==> config.mk <==
export PLATFORM = sky130hd
export DESIGN_NAME = block_drawer
export DESIGN_NICKNAME = d
export VERILOG_FILES = /design/src/rtl/tob_pkg.sv /design/src/rtl/rect_scanner.sv /design/src/rtl/block_drawer.sv
export SDC_FILE = /design/constraint.sdc
export NUM_CORES = 1
export LEC_CHECK = 0
export CORE_AREA = 2 2 114 116
export DETAILED_ROUTE_END_ITERATION = 8
export DIE_AREA = 0 0 116 118
export GPL_TIMING_DRIVEN = 0
export PLACE_DENSITY = 0.52
export SETUP_SLACK_MARGIN = 0.2
export SLEW_MARGIN = 20
export SYNTH_ARGS = -nofsm -noshare
export SYNTH_HDL_FRONTEND = slang
export SYNTH_SLANG_ARGS = --single-unit
==> constraint.sdc <==
create_clock -name clk -period 4.7 [get_ports clk]
set_input_delay 1.175 -clock clk [delete_from_list [all_inputs] [get_ports clk]]
set_output_delay 1.175 -clock clk [all_outputs]
set_load 0.03 [all_outputs]
==> src/rtl/tob_pkg.sv <==
// Shared screen geometry and drawer FSM encodings for the block game.
// The x position register takes its X_MAX from here.
package tob_pkg;
  localparam int SCREEN_COLS = 160;
  localparam int SCREEN_ROWS = 120;
  localparam int X_MAX       = SCREEN_COLS - 1;
  localparam int BLOCK_H_DEF = 4;

  typedef enum logic [1:0] {
    IDLE   = 2'd0,
    ERASE  = 2'd1,
    DRAW   = 2'd2,
    FINISH = 2'd3
  } state_t;
endpackage

==> src/rtl/rect_scanner.sv <==
// Walks a width x height rectangle one pixel per cycle, x inner and y outer.
// go (re)loads the walk from the top-left corner; coordinates are 9 bits wide so they never wrap.
module rect_scanner (
  input  logic       clk,
  input  logic       reset,
  input  logic       go,
  input  logic [7:0] base_x,
  input  logic [6:0] base_y,
  input  logic [7:0] width,
  input  logic [7:0] height,
  output logic [8:0] col,
  output logic [8:0] row,
  output logic       active,
  output logic       last
);
  logic [7:0] col_off;
  logic [7:0] row_off;
  logic       col_end;
  logic       row_end;

  assign col_end = (col_off == width - 8'd1);
  assign row_end = (row_off == height - 8'd1);
  assign col     = {1'b0, base_x} + {1'b0, col_off};
  assign row     = {2'b00, base_y} + {1'b0, row_off};
  assign last    = active && col_end && row_end;

  always_ff @(posedge clk) begin
    if (reset) begin
      col_off <= '0;
      row_off <= '0;
      active  <= 1'b0;
    end else if (go) begin
      col_off <= '0;
      row_off <= '0;
      active  <= 1'b1;
    end else if (active) begin
      if (col_end) begin
        col_off <= '0;
        if (row_end) begin
          row_off <= '0;
          active  <= 1'b0;
        end else begin
          row_off <= row_off + 8'd1;
        end
      end else begin
        col_off <= col_off + 8'd1;
      end
    end
  end
endmodule

==> src/rtl/block_drawer.sv <==
// Redraws a moving block: erases the previous rectangle in the background colour,
// then draws the new one, streaming one registered pixel per cycle to the VGA adapter.
module block_drawer
  import tob_pkg::*;
#(
  parameter int         BLOCK_H   = BLOCK_H_DEF,
  parameter int         SCREEN_W  = SCREEN_COLS,
  parameter logic [2:0] BG_COLOUR = 3'b000
) (
  input  logic       clk,
  input  logic       reset,
  input  logic       start,
  input  logic [7:0] x_in,
  input  logic [6:0] y_in,
  input  logic [7:0] width_in,
  input  logic [2:0] colour_in,
  output logic [7:0] vga_x,
  output logic [6:0] vga_y,
  output logic [2:0] vga_colour,
  output logic       plot,
  output logic       busy,
  output logic       done,
  output logic [1:0] state_dbg
);
  localparam logic [8:0] COL_LIM = 9'(SCREEN_W);
  localparam logic [8:0] ROW_LIM = 9'(SCREEN_ROWS);
  localparam logic [7:0] HEIGHT  = 8'(BLOCK_H);

  state_t     state, state_next;
  logic       capture, commit, scan_go;
  logic [7:0] new_x, prev_x, new_w, prev_w;
  logic [6:0] new_y, prev_y;
  logic [2:0] new_colour;
  logic       prev_valid;
  logic [7:0] scan_x, scan_w;
  logic [6:0] scan_y;
  logic [8:0] scan_col, scan_row;
  logic       scan_active, scan_last;

  assign busy      = (state != IDLE);
  assign done      = (state == FINISH);
  assign state_dbg = state;

  // The single scanner serves both phases; its geometry follows the current state.
  assign scan_x = (state == ERASE) ? prev_x : new_x;
  assign scan_y = (state == ERASE) ? prev_y : new_y;
  assign scan_w = (state == ERASE) ? prev_w : new_w;

  rect_scanner u_scan (
    .clk    (clk),
    .reset  (reset),
    .go     (scan_go),
    .base_x (scan_x),
    .base_y (scan_y),
    .width  (scan_w),
    .height (HEIGHT),
    .col    (scan_col),
    .row    (scan_row),
    .active (scan_active),
    .last   (scan_last)
  );

  always_ff @(posedge clk) begin
    if (reset) state <= IDLE;
    else       state <= state_next;
  end

  // The first cycle of a redraw loads the scanner; ERASE hands over to DRAW
  // by reloading on its last pixel so the two scans run back to back.
  always_comb begin
    state_next = state;
    capture    = 1'b0;
    commit     = 1'b0;
    scan_go    = 1'b0;
    case (state)
      IDLE: begin
        if (start) begin
          capture    = 1'b1;
          state_next = (prev_valid && prev_w != 8'd0) ? ERASE : DRAW;
        end
      end
      ERASE: begin
        if (!scan_active) begin
          scan_go = 1'b1;
        end else if (scan_last) begin
          state_next = DRAW;
          scan_go    = (new_w != 8'd0);
        end
      end
      DRAW: begin
        if (new_w == 8'd0)       state_next = FINISH;
        else if (!scan_active)   scan_go    = 1'b1;
        else if (scan_last)      state_next = FINISH;
      end
      FINISH: begin
        commit     = 1'b1;
        state_next = IDLE;
      end
      default: state_next = IDLE;
    endcase
  end

  always_ff @(posedge clk) begin
    if (reset) begin
      new_x      <= '0;
      new_y      <= '0;
      new_w      <= '0;
      new_colour <= '0;
      prev_x     <= '0;
      prev_y     <= '0;
      prev_w     <= '0;
      prev_valid <= 1'b0;
    end else begin
      if (capture) begin
        new_x      <= x_in;
        new_y      <= y_in;
        new_w      <= width_in;
        new_colour <= colour_in;
      end
      if (commit) begin
        prev_x     <= new_x;
        prev_y     <= new_y;
        prev_w     <= new_w;
        prev_valid <= 1'b1;
      end
    end
  end

  // Off-screen pixels still take their cycle but never strobe plot.
  always_ff @(posedge clk) begin
    if (reset) begin
      plot       <= 1'b0;
      vga_x      <= '0;
      vga_y      <= '0;
      vga_colour <= '0;
    end else begin
      plot       <= scan_active && (scan_col < COL_LIM) && (scan_row < ROW_LIM);
      vga_x      <= scan_col[7:0];
      vga_y      <= scan_row[6:0];
      vga_colour <= (state == ERASE) ? BG_COLOUR : new_colour;
    end
  end
endmodule

### Word-level counts from Yosys, hierarchy flattened

Index checks and enable logic that the tools add are counted.

| word-level totals | value |
|---|---|
| input bits | 29 |
| register bits after elaboration | 88 |

| cells by class | value |
|---|---|
| order comparisons | 2 |
| equal/unequal tests | 10 |
| reductions and logical operators | 14 |
| multiplexer cells | 25 |
| add/subtract/negate cells | 5 |

Operators by type and width:

| kind | number |
|---|---|
| 2-to-1 mux 8 bit | 4 |
| adder 8 x 1 -> 8 bit (second input constant) | 2 |
| nonzero test 8 bit | 2 |
| 2-to-1 mux 2 bit | 7 |
| 2-to-1 mux 1 bit | 11 |
| adder 7 x 8 -> 9 bit | 1 |
| adder 8 x 8 -> 9 bit | 1 |
| less-than comparator 9 x 7 -> 1 bit (second input constant) | 1 |
| less-than comparator 9 x 8 -> 1 bit (second input constant) | 1 |
| equality test 8 x 2 -> 1 bit (second input constant) | 1 |
| equality test 8 bit | 1 |
| zero test 8 bit | 1 |
| case mux 2 bit (4 select lines) | 1 |
| subtractor 8 x 1 -> 8 bit (second input constant) | 1 |
| 2-to-1 mux 7 bit | 1 |
| logical AND 1 bit | 5 |
| AND reduction 5 bit | 1 |
| equality test 2 bit (second input constant) | 2 |
| inequality test 2 bit (second input constant) | 2 |
| OR reduction 2 bit | 2 |
| inequality test 3 x 2 -> 1 bit (second input constant) | 1 |
| inequality test 3 bit (second input constant) | 1 |
| equality test 2 x 1 -> 1 bit (second input constant) | 1 |
| zero test 2 bit | 1 |
| 4 further kinds | 4 |

### Depth between registers and ports, before layout

Gate-level depths: netlist (run 1).

| logic depth | value |
|---|---|
| depth in word-level cells | 10 |
| depth in mapped cells | 17 |
| depth with buffers taken out | 13 |

### Cells and area by module

A second synthesis (run 1) with hierarchy kept.

| unflattened totals | value |
|---|---|
| cell total of the unflattened synthesis | 519 |
| area, all modules | 4690.7 sq um |

Modules (own cells, without submodules):

| module | instances | cells each | area an instance (sq um) |
|---|---|---|---|
| block_drawer | 1 | 296 | 2831.5 |
| rect_scanner | 1 | 223 | 1859.3 |

### Least setup slack after synthesis (run 1)

OpenSTA, ideal clock, no wires.

| path | value |
|---|---|
| path type | register to register |
| start point | reg state[0], in the netlist state_dbg[0] |
| end point | reg plot |
| setup slack | 781 ps |
| arrival time | 3845 ps |
| stages on the path, launching flop included | 17 |
| buffers on the path | 4 |
| cell sequence | dfxtp_1 -> ha_1 -> buf_4 -> buf_2 -> buf_1 -> buf_1 -> mux2_2 -> ha_1 -> fa_1 -> a21o_1 -> a21oi_1 -> nor2b_1 -> o21a_1 -> o21a_1 -> o21ai_0 -> nand4_1 -> a31oi_1 |

| on the way | value |
|---|---|
| cells in the longest elaborated chain, start to end | 6 |

Ends and longest elaborated chain:

| item | RTL line | source |
|---|---|---|
| start, declared | block_drawer.sv:29 | `state_t state, state_next;` |
| start signal, assigned | block_drawer.sv:65 | `else state <= state_next;` |
| equality test 2 x 1 -> 1 bit * | block_drawer.sv:45, block_drawer.sv:46 |  |
| 2-to-1 mux 8 bit | block_drawer.sv:45 | `assign scan_x = (state == ERASE) ? prev_x : new_x;` |
| adder 8 x 8 -> 9 bit | rect_scanner.sv:23 | `assign col = {1'b0, base_x} + {1'b0, col_off};` |
| less-than comparator 9 x 8 -> 1 bit | block_drawer.sv:137 | `plot <= scan_active && (scan_col < COL_LIM) && (scan_row < ROW_LIM);` |
| logical AND 1 bit | block_drawer.sv:137 |  |
| logical AND 1 bit * | block_drawer.sv:137 |  |
| end signal, assigned | block_drawer.sv:137 |  |
| end, declared | block_drawer.sv:20 | `output logic plot,` |

Every way passes the cells marked *; elsewhere a longest branch is shown, timed or not.
A chain may end at the register's enable or synchronous reset.

### Worst setup path in the final report (run 1)

| path | value |
|---|---|
| start point | reg state[1], in the netlist state_dbg[1] |
| end point | reg plot |

The elaborated chain is that of the path after synthesis.

==> out/qor.yml, run 1 <==
status:
  outcome: "finished, final reports clean"
global_route:
  grt_first_pass_wirelength_um: 17930
  antenna_found_initial: 0
  grt_max_degree: 15
  grt_pass1_vias: 3421
  grt.total_usage_pct: 16.99
  grt-ovfl-total: 0
worst_setup_path:
  r2r_end: "plot"
  worst_ep_arrival_time_ns: 4.20
  cp_max_fo: 19
  start_kind: "flip-flop"
  worstSetupPathType: "flip-flop to flip-flop"
  worst_setup_path_end_kind: "flip-flop"
  rr_worst_depth: 16
  worst_r2r_startpoint: "state_dbg[1]"
  crit_required_ns: 4.96
  r2r_slack_ns: 0.76
timing:
  rsz0062_at_grt: "no"
  skew_ns: 0.009933
  min_period_ns: 3.944
  report.final.slew_viol_count: 0
  relSlewSlack_pct: 41.94
  hold_slack_ns: 0.4536
  period_share_pct: 83.90
  setup_violations: 0
  setup_slack_ns: 0.7565
  clock.fmax_mhz: 253.6
  finalSetupTns_ns: 0
  hold_violations: 0
  tightest_slew_ns: 0.8709
clocking:
  htreeDepth: 3
  cts_num_sinks: 88
  cts_buffer_depth: 2
  cts.clk_slew.worst_paths_ns: 0.06
  cts_tree: "yes"
  root_buffer: "clkbuf_16"
  clock_latency_ns: 0.35
  cts_setup_buffers: 0
  cts_buffers: 9
  postCtsHoldBufs: 0
  cts_resized: 1
logic_synthesis:
  synth_top_area_share_pct: 40.86
  syn_nets: 533
  ys_warn_count: 0
  yosysSeqAreaShare_pct: 40.86
  synth_edf_count: 0
  async_flop_share_pct: 0
  yosys-top-cells-area: "dfxtp_1, mux2i_1, ha_1"
  yosys.area.top_type: "dfxtp_1"
  ys_seq_elements: 88
  syn_area_per_cell_um2: 9.001
  synthCells: 479
  ys.flop_type: "dfxtp_1"
  ys_types: 48
  syn_area_um2: 4312
route:
  drt-total-wl_um: 10920
  vias: 3497
  drt_iter0_drc: 139
  firstDrtPassIters: 4
  met3_length_um: 454
  met1_length_um: 5242
  dr_wl_met2_um: 4943
  wire_per_inst_um: 15.23
  ant_nets: 0
  top_layer: "met4"
  routed_via_density: 4.877
  drc_errors: 0
power_and_ir_drop:
  power_mw: 2.200
  vdd_drop_max_v: 0.0002667
  powerDensity_nw_per_um2: 411.6
  total_leakage_power_nw: 2.050
run:
  drv_cap: 0
floorplanning:
  die_w_um: 116
  floorplan.initialDensity_pct: 34.73
  die_h_um: 118
  fp.dieArea_um2: 13690
  io_pins: 52
  core-area_um2: 12410
  fp-row-count: 41
place:
  hpwl_um: 8088
  dp_slack_ns: 0.1299
  place_area_um2: 5037
  place_congestion: 0.8202
  numPortBuffers: 51
final_layout:
  final_common_cell: "dfxtp_1"
  design_area_um2: 5344
  syn_to_final_growth_pct: 23.94
  most-common-layout-cells: "dfxtp_1, nand2_1, nor2_1, clkdlybuf4s50_1, a21oi_1"
  drive_above_1_share_pct: 8.440
  finalNetCount: 594
  n_antenna_cell: 0
  fill_cells: 1268
min_path:
  hp-start: "new_colour[1]"
  hold_end: "new_colour[1]"
  hp-class: "flip-flop to flip-flop"
  hold_depth: 2
==> flip-flops by register name, indices dropped and copies added, names as in the netlist, 2 cells and up <==
name,flops
new_x,8
u_scan.row_off,8
vga_y,7
vga_colour,3
u_scan.col_off,8
prev_y,7
prev_w,8
new_colour,3
prev_x,8
new_y,7
vga_x,8
new_w,8
state_dbg,2
==> critical path, stage by stage (launching register included) <==
cell and delay [ns]:
dfxtp_1 0.34, inv_1 0.13, ha_1 0.16, buf_4 0.14
buf_2 0.41, buf_2 0.37, mux2_2 0.38, ha_1 0.21
fa_1 0.41, a21o_1 0.19, a21oi_1 0.18, nor2b_1 0.09
o21a_1 0.19, o21a_1 0.20, o21ai_0 0.15, nand4_1 0.12
a31oi_1 0.18
==> power breakdown <==
part	leakage [nW]	internal, mW	switching [mW]
combinational	1.18	0.255	0.340
clock	0.153	0.442	0.302
sequential	0.715	0.808	0.0521
==> routing by layer <==
layer	track usage, %	vias up
met3	4.016	19
met5	0	-
met1	22.20	1629
met4	6.845	0
met2	26.79	69
li1	-	1780
==> logic make-up (layout without fill, tap and decap cells) <==
| group | after synthesis | after routing | share of synthesized area, % |
|---|---|---|---|
| AOI/OAI and AO/OA | 67 | 67 | 9.344 |
| and+or+nand+nor | 186 | 186 | 20.34 |
| buffers and inverters | 31 | 97 | 3.076 |
| muxes | 50 | 50 | 12.28 |
| DFF | 88 | 88 | 40.86 |
| xor gates and xnor gates | 32 | 32 | 6.500 |
| adders and majority gates | 25 | 25 | 7.603 |
==> per-stage QoR <==
step                utilization, %  std cells
floorplan                        -        479
global placement             40.58        702
detailed placement           40.58        702
CTS                          43.08        718
global route                 43.05        717
finish                       43.05        717
==> area by class of cell <==
cell class / instances / area (um2) / share of cell area, %
inverter: 6 / 22.52 / 0.4214
timing repair buffer: 51 / 510.5 / 9.553
clock buffer: 12 / 256.5 / 4.800
sequential: 88 / 1762 / 32.97
buffer: 24 / 107.6 / 2.014
clock inverter: 4 / 52.55 / 0.9834
multi-input combinational: 360 / 2417 / 45.24
tap: 172 / 215.2 / 4.027
==> worst max-delay path by stage <==
stage,cells after the start,slack (ns),endpoint,from
2_1_floorplan,16,0.78,plot,state_dbg[0]
3_3_place_gp,17,0.13,plot,state_dbg[1]
3_5_place_dp,17,0.13,plot,state_dbg[1]
4_1_cts,17,0.30,plot,state_dbg[1]
5_1_grt,16,0.50,plot,state_dbg[1]
6_report,16,0.76,plot,state_dbg[1]
==> cells in the mapped netlist (all sizes together), types with 3 or more instances <==
master  count
a21o        5
a21oi      41
a31oi       3
and2        6
and4        3
buf         8
clkbuf     17
dfxtp      88
ha         23
inv         6
mux2       17
mux2i      33
nand2      65
nand3       6
nand3b      3
nand4       8
nor2       53
nor2b       7
nor3       16
nor4        5
o21a        4
o21ai       5
xnor2      10
xor2       22
Note: power is estimated with default switching activity, not from simulation.
==> inputs of run 2 (changes only) <==
Clock period 4.7 ns to 3.66 ns, I/O delays scaled along.
==> out/qor.yml, run 2 (synthesized netlist as in run 1, its figures left out) <==
final_layout:
  syn_to_final_growth_pct: 26.15
  n_antenna_cell: 0  # unchanged
  finalNetCount: 599  # +0.84%
  most-common-layout-cells: "dfxtp_1, nand2_1, nor2_1, clkdlybuf4s50_1, a21oi_1"
  final_common_cell: "dfxtp_1"
  drive_above_1_share_pct: 10.93  # +2.5 points
floorplanning:
  core-area_um2: 12410  # unchanged
  fp-row-count: 41  # unchanged
  floorplan.initialDensity_pct: 34.73  # unchanged
  io_pins: 52  # unchanged
  die_h_um: 118  # unchanged
  fp.dieArea_um2: 13690  # unchanged
  die_w_um: 116  # unchanged
route:
  routed_via_density: 4.861  # -0.33%
  wire_per_inst_um: 15.14  # -0.63%
  firstDrtPassIters: 4  # unchanged
  ant_nets: 0  # unchanged
  drc_errors: 0  # unchanged
  vias: 3505  # +0.23%
  drt_iter0_drc: 120  # -14%
  drt-total-wl_um: 10910  # about the same
worst_setup_path:
  start_kind: "flip-flop"
  crit_required_ns: 3.92  # -1.04 ns
  setup.worst_path.start: "state_dbg[1]"
  worst_setup_path_end_kind: "flip-flop"
  worstSetupPathType: "flip-flop to flip-flop"
  cp_max_fo: 10  # -9
  worst_ep_arrival_time_ns: 3.60  # -0.60 ns
  worst_r2r_startpoint: "state_dbg[1]"
timing:
  clock.fmax_mhz: 299.9  # +18%
  report.final.slew_viol_count: 0  # unchanged
  skew_ns: 0.01081  # +0.0008796 ns
  rsz0062_at_grt: "no"
  hold_violations: 0  # unchanged
  setup_slack_ns: 0.3257  # -0.4308 ns
  min_period_ns: 3.334  # -0.6092 ns
  setup_violations: 0  # unchanged
  tightest_slew_ns: 0.8253  # -0.04563 ns
  period_share_pct: 91.10  # +7.2 points
  relSlewSlack_pct: 44.98  # +3.0 points
place:
  place_congestion: 0.8448  # +3.0%
  dp_slack_ns: -0.1553  # -0.2851 ns
  hpwl_um: 8159  # +0.88%
  numPortBuffers: 51  # unchanged
clocking:
  cts_buffers: 9  # unchanged
  cts.clk_slew.worst_paths_ns: 0.06  # about the same
  root_buffer: "clkbuf_16"
  clock_latency_ns: 0.35  # about the same
  htreeDepth: 3  # unchanged
  cts_buffer_depth: 2  # unchanged
  cts_num_sinks: 88  # unchanged
  cts_tree: "yes"
global_route:
  grt_max_degree: 16  # +1
  grt.total_usage_pct: 16.84  # -0.15 points
  grt_pass1_vias: 3456  # +1.0%
  grt_first_pass_wirelength_um: 17770  # -0.89%
  antenna_found_initial: 0  # unchanged
  grt-ovfl-total: 0  # unchanged
power_and_ir_drop:
  power_mw: 2.847  # +29%
  powerDensity_nw_per_um2: 523.5  # +27%
  vdd_drop_max_v: 0.0002650  # -0.63%
  total_leakage_power_nw: 2.075  # +1.2%
min_path:
  hp-start: "new_colour[2]"
  hp-class: "flip-flop to flip-flop"
run:
  drv_cap: 0  # unchanged
status:
  outcome: "finished, final reports clean"
run 2: power by group:
group,leakage [nW],internal (mW),switching [mW]
combinational,1.21,0.345,0.442
sequential,0.715,1.04,0.0668
clock,0.150,0.551,0.403
run 2: path summary, 6_finish.rpt:
kind | cells after the start | to | slack (ns)
setup / recovery | 17 | plot | 0.33
hold / removal | 2 | new_colour[2] | 0.45
setup reg to reg | 17 | plot | 0.33
hold reg to reg | 2 | new_colour[2] | 0.45
run 2: worst max-delay path, cell delays in order, from the launching register on:
cell and delay [ns]:
dfxtp_2 0.34, inv_2 0.08, ha_1 0.15, buf_6 0.13
buf_8 0.13, buf_12 0.14, buf_12 0.14, mux2_2 0.34
ha_1 0.21, fa_2 0.35, a21o_1 0.20, a21oi_2 0.15
nor2b_1 0.07, o21a_1 0.18, o21a_1 0.20, o21ai_1 0.14
nand4_1 0.12, a31oi_1 0.17
run 2: cell type report:
class / instances / area, um2
clock buffer: 10 / 239.0
sequential: 88 / 1764
multi-input combinational: 360 / 2436
fill: 1272 / 6975
tap: 172 / 215.2
clock inverter: 5 / 65.06
inverter: 6 / 22.52
buffer: 25 / 156.4
timing repair buffer: 55 / 540.5
run 2: repair_timing:
| action | 4_1_cts | 5_1_grt |
|---|---|---|
| hold buffers | 0 | 0 |
| resized for setup | 12 | 6 |
| buffers inserted | 0 | 4 |
| setup endpoints to repair | 15 | 11 |
| pin swaps | 1 | 2 |
run 2: through the flow:
stage	cell area [um2]	instances	hold WS [ns]	util, %	TNS [ns]
after floorplan	4322	479	0.4296	-	0
after global placement	5047	702	0.4429	40.66	-0.1684
after detailed placement	5047	702	0.4446	40.66	-0.1553
after CTS	5389	717	0.4539	43.41	0
after global routing	5439	721	0.4744	43.81	0
final	5439	721	0.4512	43.81	0
run 2: routing by layer:
metal / track usage (%) / routed length [um] / vias to the layer above
li1: - / - / 1790
met1: 22.56 / 5415 / 1631
met2: 25.84 / 4864 / 65
met3: 3.244 / 368 / 19
met4: 8.036 / 266 / 0
met5: 0 / 0 / -
==> inputs of run 3 (changes only) <==
Settings changed: CTS_CLUSTER_SIZE set to 14, TNS_END_PERCENT set to 50.
==> results of run 3 <==
Final layout, timing and power as in run 2 (identical DEF).
==> RTL change, RTL diff (flow settings as in run 3) <==
Add an input register stage for `start`, `x_in`, `y_in`, `width_in` and `colour_in`, without a reset; this delays them by one clock.
--- a/src/rtl/block_drawer.sv
+++ b/src/rtl/block_drawer.sv
@@ -25,6 +25,20 @@
   localparam logic [8:0] COL_LIM = 9'(SCREEN_W);
   localparam logic [8:0] ROW_LIM = 9'(SCREEN_ROWS);
   localparam logic [7:0] HEIGHT  = 8'(BLOCK_H);
+
+  logic start_q;
+  logic [7:0] x_q;
+  logic [6:0] y_q;
+  logic [7:0] width_q;
+  logic [2:0] colour_q;
+
+  always_ff @(posedge clk) begin
+    start_q  <= start;
+    x_q      <= x_in;
+    y_q      <= y_in;
+    width_q  <= width_in;
+    colour_q <= colour_in;
+  end
 
   state_t     state, state_next;
   logic       capture, commit, scan_go;
@@ -74,7 +88,7 @@
     scan_go    = 1'b0;
     case (state)
       IDLE: begin
-        if (start) begin
+        if (start_q) begin
           capture    = 1'b1;
           state_next = (prev_valid && prev_w != 8'd0) ? ERASE : DRAW;
         end
@@ -112,10 +126,10 @@
       prev_valid <= 1'b0;
     end else begin
       if (capture) begin
-        new_x      <= x_in;
-        new_y      <= y_in;
-        new_w      <= width_in;
-        new_colour <= colour_in;
+        new_x      <= x_q;
+        new_y      <= y_q;
+        new_w      <= width_q;
+        new_colour <= colour_q;
       end
       if (commit) begin
         prev_x     <= new_x;
Check against the original RTL: not equivalent (a bounded check fails within 4 cycles, from zero or initial values and one cycle with reset high).
==> RTL change against run 3 <==
Total power rose by 58%; synthesized cell count rose by 12%; worst hold slack got worse by 0.019 ns; sequential cell count rose by 27; maximum frequency rose by 1.7%; clock power rose by 75%; area after synthesis rose by 17%; worst setup slack improved by 0.054 ns; via count rose by 14%; cell area rose by 21%; routed wire length rose by 5.4%.
==> RTL change: results (changes against run 3) <==
[yosys]
synth_compound_area_share_pct=10.78  ; +1.4 points
ys_seq_area_share_pct=45.50  ; +4.6 points
synth_nets=589  ; +11%
synth_cell_types=56  ; +17%
synth-xor-area-share_pct=4.327  ; -2.2 points
yosys-top-cells-count=dfxtp_1, nand2_1, nor2_1
yosys-top-cells-area=dfxtp_1, mux2i_1, ha_1, nand2_1, a21oi_1
synth_mux_area_share_pct=10.46  ; -1.8 points
async_reset_ff_share_pct=0  ; unchanged
netlist_instances=535  ; +12%
synthAdderAreaFrac_pct=6.479  ; -1.1 points

[place]
dpl.hpwl_mm=8.278  ; +1.5%
dp.cells=758  ; +8.0%
dp_slack_ns=-0.1765  ; -0.02120 ns
placed_area_mm2=0.005807  ; +15%
globalplace.congestion=0.7998  ; -5.3%

[power_and_ir_drop]
clock_power_share_pct=36.9  ; +3.4 points
switchingPower_uw=1427  ; +57%
p_leak_uw=0.002573  ; +24%
pg_seq_uw=1480  ; +33%
vdd_ir_drop_max_mv=0.5859  ; +120%
p_clk_uw=1670  ; +75%

[timing]
finClkSkew_ns=0.01583  ; +0.005020 ns
maxSlewHeadroom_pct=36.81  ; -8.2 points
fin_hold_ws_ns=0.4320  ; -0.01917 ns

[global_route]
grt_pass1_wl_mm=18.93  ; +6.5%
grt_pass1_vias=3926  ; +14%
antenna_found_initial=0  ; unchanged
grt_use_total_pct=18.19  ; +1.4 points
grt_max_degree=17  ; +1

[critical_path]
cp_max_fo=10  ; unchanged
r2r_slack_ns=0.38  ; +0.05 ns
rr_worst_depth=15  ; -2
arrival_ns=3.58  ; -0.02 ns

[route]
route.vias.total=3997  ; +14%
finalWirelength_mm=11.50  ; +5.4%
drt-initial-drc-count=163  ; +36%
post_drt_via_cell_ratio=4.996  ; +2.8%

[final_layout]
design_area_mm2=0.006590  ; +21%
fillers=1165  ; -8.4%
drive_gt1_share_pct=13.69  ; +2.8 points
nNetsFinal=669  ; +12%

[min_path]
whs_endpoint=new_x[0]
min-delay-start=x_q[0]

[clock_network]
clk-insertion-delay-late_ns=0.42  ; +0.07 ns
htreeDepth=4  ; +1
cts_inserted_buffers=17  ; +8

[status]
status=finished, final reports clean

[RTL change: cell types whose count changed in the layout (fill, tap and decap cells not counted), moves of 5 or more]
| cell | change |
|---|---|
| dfxtp_1 | +27 |
| xor2_1 | -11 |
| inv_1 | +10 |
| clkbuf_16 | +9 |
| o21ai_0 | +6 |
| clkbuf_8 | +5 |
| clkinv_2 | +5 |
[RTL change: how the worst max path moves through the flow]
stage,end,startpoint,depth (start not counted),slack (ns)
after floorplan,plot,state_dbg[1],15,0.22
after global placement,plot,state_dbg[1],15,-0.20
after detailed placement,plot,state_dbg[1],16,-0.18
after CTS,plot,state_dbg[1],15,0.21
after global routing,plot,state_dbg[1],15,0.21
final,plot,state_dbg[1],15,0.38
[RTL change: what timing repair did]
item	CTS	global route
buffers inserted	4	6
setup endpoints to repair	13	12
gates resized for setup	12	7
cloned	0	0
pin swaps	4	4
[RTL change: worst max-delay path, stage by stage (launching register included)]
cell	delay, ns
dfxtp_4	0.36
inv_2	0.07
ha_1	0.16
buf_6	0.12
buf_8	0.09
clkbuf_16	0.15
buf_12	0.14
mux2_2	0.36
ha_4	0.29
a21o_1	0.15
a21oi_4	0.07
nor4b_1	0.49
a2111oi_4	0.13
and3_1	0.21
a221oi_1	0.24
a211oi_1	0.11
[RTL change: final cells by class]
type,instances,share of cell area (%)
Multi-Input combinational cell,380,40.42
Sequential cell,115,35.01
Timing Repair Buffer,61,8.886
Clock buffer,23,7.708
Tap cell,172,3.266
Buffer,24,2.278
Clock inverter,9,1.519
Inverter,16,0.9113
[RTL change: metal layers]
metal  wire length, um  global-route usage, %
met5                 0                      0
met2              5466                  28.98
met1              5388                  22.82
met3               473                  5.510
met4               177                  7.292
